==> config.mk <==
export PLATFORM = sky130hd
export DESIGN_NAME = load_store_unit
export DESIGN_NICKNAME = d
export VERILOG_FILES = /design/src/rtl/load_store_unit.sv
export SDC_FILE = /design/constraint.sdc
export NUM_CORES = 1
export LEC_CHECK = 0
export CORE_UTILIZATION = 30
export DETAILED_ROUTE_END_ITERATION = 7
export GPL_TIMING_DRIVEN = 0
export SLEW_MARGIN = 30
export SYNTH_ARGS = -nofsm -noshare
export SYNTH_HDL_FRONTEND = slang
export SYNTH_SLANG_ARGS = --single-unit
==> constraint.sdc <==
create_clock -name clk -period 4.8 [get_ports clk]
set_input_delay 0.72 -clock clk [delete_from_list [all_inputs] [get_ports clk]]
set_output_delay 0.72 -clock clk [all_outputs]
set_load 0.02 [all_outputs]
==> src/rtl/load_store_unit.sv <==
// Load/store stage: computes base+imm, runs one req/ack memory transaction, writes loaded byte back to the reg file.
// Latency: done k+1 cycles after start (k = REQ cycles); busy stalls upstream; start while busy is dropped.
module load_store_unit #(
   parameter int pw      = 3,
   parameter int TIMEOUT = 15
) (
   input  logic          clk,
   input  logic          reset,
   input  logic          start,
   input  logic          is_load,
   input  logic [7:0]    base,
   input  logic [2:0]    imm,
   input  logic [7:0]    st_data,
   input  logic [pw-1:0] dst_addr,
   output logic          mem_req,
   output logic          mem_we,
   output logic [7:0]    mem_addr,
   output logic [7:0]    mem_wdata,
   input  logic          mem_ack,
   input  logic [7:0]    mem_rdata,
   output logic          rf_wr_en,
   output logic [pw-1:0] rf_wr_addr,
   output logic [7:0]    rf_dat,
   output logic          busy,
   output logic          done,
   output logic          err
);

   localparam logic [1:0] S_IDLE = 2'd0;
   localparam logic [1:0] S_REQ  = 2'd1;
   localparam logic [1:0] S_WB   = 2'd2;
   localparam logic [1:0] S_FIN  = 2'd3;

   localparam logic [7:0] CNT_LAST = 8'(TIMEOUT - 1);

   logic [1:0]    state_q, state_d;
   logic          load_q, load_d;
   logic [7:0]    addr_q, addr_d;
   logic [7:0]    wdata_q, wdata_d;
   logic [pw-1:0] dst_q, dst_d;
   logic [7:0]    rdata_q, rdata_d;
   logic [7:0]    cnt_q, cnt_d;
   logic          abort_q, abort_d;

   logic [7:0]    eff_addr;

   assign eff_addr = base + {{5{imm[2]}}, imm};

   always_comb begin
      state_d = state_q;
      load_d  = load_q;
      addr_d  = addr_q;
      wdata_d = wdata_q;
      dst_d   = dst_q;
      rdata_d = rdata_q;
      cnt_d   = cnt_q;
      abort_d = abort_q;
      case (state_q)
         S_IDLE: begin
            if (start) begin
               load_d  = is_load;
               addr_d  = eff_addr;
               wdata_d = st_data;
               dst_d   = dst_addr;
               cnt_d   = 8'd0;
               abort_d = 1'b0;
               state_d = S_REQ;
            end
         end
         S_REQ: begin
            // An ack on the final allowed cycle still completes normally.
            if (mem_ack) begin
               rdata_d = mem_rdata;
               state_d = load_q ? S_WB : S_FIN;
            end else if (cnt_q == CNT_LAST) begin
               abort_d = 1'b1;
               state_d = S_FIN;
            end else begin
               cnt_d = cnt_q + 8'd1;
            end
         end
         S_WB:    state_d = S_IDLE;
         default: state_d = S_IDLE;
      endcase
   end

   always_ff @(posedge clk or negedge reset) begin
      if (!reset) begin
         state_q <= S_IDLE;
         load_q  <= 1'b0;
         addr_q  <= 8'd0;
         wdata_q <= 8'd0;
         dst_q   <= '0;
         rdata_q <= 8'd0;
         cnt_q   <= 8'd0;
         abort_q <= 1'b0;
      end else begin
         state_q <= state_d;
         load_q  <= load_d;
         addr_q  <= addr_d;
         wdata_q <= wdata_d;
         dst_q   <= dst_d;
         rdata_q <= rdata_d;
         cnt_q   <= cnt_d;
         abort_q <= abort_d;
      end
   end

   // Outputs decode straight from state so async reset clears them at once.
   assign mem_req    = (state_q == S_REQ);
   assign mem_we     = mem_req & ~load_q;
   assign mem_addr   = mem_req ? addr_q  : 8'd0;
   assign mem_wdata  = mem_req ? wdata_q : 8'd0;
   assign rf_wr_en   = (state_q == S_WB);
   assign rf_wr_addr = rf_wr_en ? dst_q   : '0;
   assign rf_dat     = rf_wr_en ? rdata_q : 8'd0;
   assign busy       = (state_q != S_IDLE);
   assign done       = (state_q == S_WB) | (state_q == S_FIN);
   assign err        = (state_q == S_FIN) & abort_q;

endmodule

==> flow_metrics.tcl, run 1 <==
set metrics [dict create \
    syn_area_um2 2220 \
    ys_warn_count 0 \
    tightest_slew_ns 0.684 \
    die_w_um 88.1 \
    antenna_cells 0 \
    multiInputGateArea_um2 1170 \
    static-leakage-power_uw 0.00135 \
    synth_top_family_by_area "simple AND/OR/NAND/NOR gates" \
    rr_endpoint "cnt_q[2]" \
    grtUsageMet1_pct 21.0 \
    ys_ff_latch 39 \
    seq_area_frac_synth_pct 43.9 \
    cts_made_buffers 5 \
    drc 0 \
    critPathLaunchType "flop" \
    timing.setup.tns_ns 0 \
    synth_flop_cell "dfrtp_1" \
    core_area_um2 7210 \
    drive_above_1_share_pct 9.49 \
    vias 1898 \
    hpwl_mm 3.87 \
    numClockSinks 39 \
    port_buffers 67 \
    power_uw 1540 \
    min_period_over_period_pct 63.4 \
    cap_violations 0 \
    slew_violations 0 \
    htreeDepth 2 \
    wl_per_cell_um 12.4 \
    overflow 0 \
    period_minus_slack_ns 3.05 \
    die_area_um2 7760 \
    r2r-start "cnt_q[0]" \
    tritoncts "yes" \
    critPathMaxFanout 10 \
    post_cts_resized 0 \
    hold_class "in2async" \
    grt_pass1_wl_mm 8.80 \
    synth.avg_cell_area_um2 9.27 \
    reg2reg_depth 6 \
    grt_start_max_net_pins 23 \
    rsz0062_at_grt "false" \
    cts_setup_buffers 0 \
    finalWirelength_mm 5.14 \
    yosys.area.top_type "dfrtp_1" \
    synthXorXnorAreaFrac_pct 1.57 \
    seq_area_um2 976 \
    root_buffer "clkbuf_8" \
    final_common_cell "clkdlybuf4s50_1" \
    gp_congestion 0.778 \
    cp-end-kind "output pin" \
    clk_pin_slew_ns 0.08 \
    syn_nets 285 \
    synth_compound_area_share_pct 12.4 \
    antenna_found_initial 0 \
    status "finished, final reports clean" \
    area_delta_synth_final_pct 40.7 \
    rows 31 \
    cts_hold_repair.buffers 0 \
    pin_count 68 \
    fmax_mhz 328 \
    most-common-layout-cells "clkdlybuf4s50_1 (66), nand2_1 (55), dfrtp_1 (39), and2_1 (28)" \
    use_met3_pct 2.83 \
    netlist.area_leader.share_pct 43.9 \
    drtAntennaViolNets 0 \
    skew_ns 0.00442 \
    gr-usage-all-layers_pct 14.7 \
    fillerInstances 729 \
    first_iter_violations 103 \
    cp.required_ns 4.08 \
    maxSlewHeadroom_pct 54.2 \
    die_height_um 88.1 \
    grt_pass1_vias 1798 \
    power.density_nw_per_um2 493 \
    arrival_ns 2.33 \
    synthSimpleGateAreaFrac_pct 28.1 \
    dr.pass1.iters 4 \
    use_met2_pct 22.9 \
    initial_utilization_pct 30.8 \
    finalSetupViolations 0 \
    synth_area_leaders "dfrtp_1 (44%), nand2_1 (9.3%), and2_1 (7.9%)" \
    vias_per_cell 4.57 \
    synthAdderAreaFrac_pct 5.96 \
    ys_types 50 \
    clk_latency_ns 0.29 \
    ys_async_sr_fraction_pct 100 \
    synthMuxAreaShare_pct 4.50 \
    critPathKind "reg2out" \
    nets 360 \
    synth_edf_count 0 \
    cts.path.max_buffers 2 \
    synthCells 240 \
    top_usage_layer "met2" \
    rrSetupSlack_ns 2.95 \
    ir_drop_v 0.000231 \
    hold_viol 0 \
]
synth_stat cells, drive strengths merged, types with 2 or more instances:
master   n
dfrtp   39
nand3    7
clkbuf   6
nor2     8
o21bai   2
buf      5
a211oi   3
inv      7
o21ai   17
nand2   56
ha       9
and2    28
xor2     3
nand2b   3
a21o     2
nor3     2
nor2b    2
a31oi    2
nor3b    4
a21oi    3
o31ai    2
mux2     8
stage by stage:
| stage | setup WS (ns) | hold slack (ns) | instances | util [%] | cell area, um2 |
|---|---|---|---|---|---|
| finish | 1.75 | 0.415 | 415 | 43.4 | 3130 |
| global route | 1.58 | 0.450 | 415 | 43.4 | 3130 |
| CTS | 1.73 | 0.435 | 415 | 43.4 | 3130 |
| detailed placement | 2.06 | 0.455 | 407 | 42.2 | 3040 |
| global placement | 1.94 | 0.451 | 406 | 41.8 | 3020 |
| floorplan | 2.64 | 0.424 | 240 | - | 2220 |
logic make-up after synthesis:
logic type | Yosys count
AND/OR/NAND/NOR | 120
AO/OA/AOI/OAI | 40
flip-flops | 39
buffers and inverters | 18
adder cells (fa/ha/maj) | 10
multiplexers | 9
XOR/XNOR | 4
state kept, by name, summed over array words and instances, names as in the netlist:
name     flops
addr_q       8
rdata_q      8
state_q      2
abort_q      1
load_q       1
wdata_q      8
cnt_q        8
dst_q        3
worst max path at each step:
stage                          start      endpoint  slack [ns]  depth (start not counted)
after floorplan           state_q[1]   mem_addr[5]        2.64                          5
after global placement         reset    rdata_q[6]        1.94                          1
after detailed placement      imm[2]     addr_q[6]        2.06                          6
after CTS                 state_q[1]   mem_addr[5]        1.73                          6
after global routing      state_q[1]  mem_wdata[0]        1.58                          6
final                     state_q[1]   mem_addr[5]        1.75                          6
power by group:
part           leakage (uW)  internal [uW]  total (uW)  switching [uW]
Combinational      0.000824            372         784             413
Clock             0.0000402            101         223             121
Sequential         0.000487            465         536            71.1
layout make-up:
| cell class | count | area share, % |
|---|---|---|
| well taps | 99 | 3.96 |
| plain buffers | 11 | 1.72 |
| clock inverters | 3 | 0.639 |
| multi-input cells | 183 | 37.3 |
| repair buffers | 68 | 22.1 |
| flip-flops and latches | 39 | 31.2 |
| clock buffers | 5 | 2.20 |
| inverters | 7 | 0.839 |
worst max-delay path, stage by stage, from the launching register on:
cell             delay (ns)
dfrtp_1                0.38
buf_6                  0.13
nand2b_1               0.27
inv_1                  0.12
clkbuf_1               0.32
and2_1                 0.21
clkdlybuf4s50_1        0.60
routing by layer:
metal | routed length [um] | up-vias | share of wire, %
met5 | 0 | - | 0
met4 | 30 | 0 | 0.58
met3 | 250 | 4 | 4.9
met2 | 2320 | 48 | 45
met1 | 2540 | 876 | 49
li1 | - | 970 | -
(Power assumes the default switching activity.)
==> run 2, diff against run 1 <==
Clock period 4.8 ns to 3.1 ns, I/O delays scaled along.
==> results of run 2 <==
Same layout as run 1 (identical final DEF). Status: finished, final reports clean.
Among the figures that moved: setup slack after placement 2.06 ns -> 0.619 ns; setup slack after layout 1.75 ns -> 0.310 ns; hold slack 0.415 ns -> 0.160 ns; register-to-register setup slack 2.95 ns -> 1.25 ns; total power 1540 uW -> 2390 uW; worst IR drop on VDD 0.000231 V -> 0.000358 V
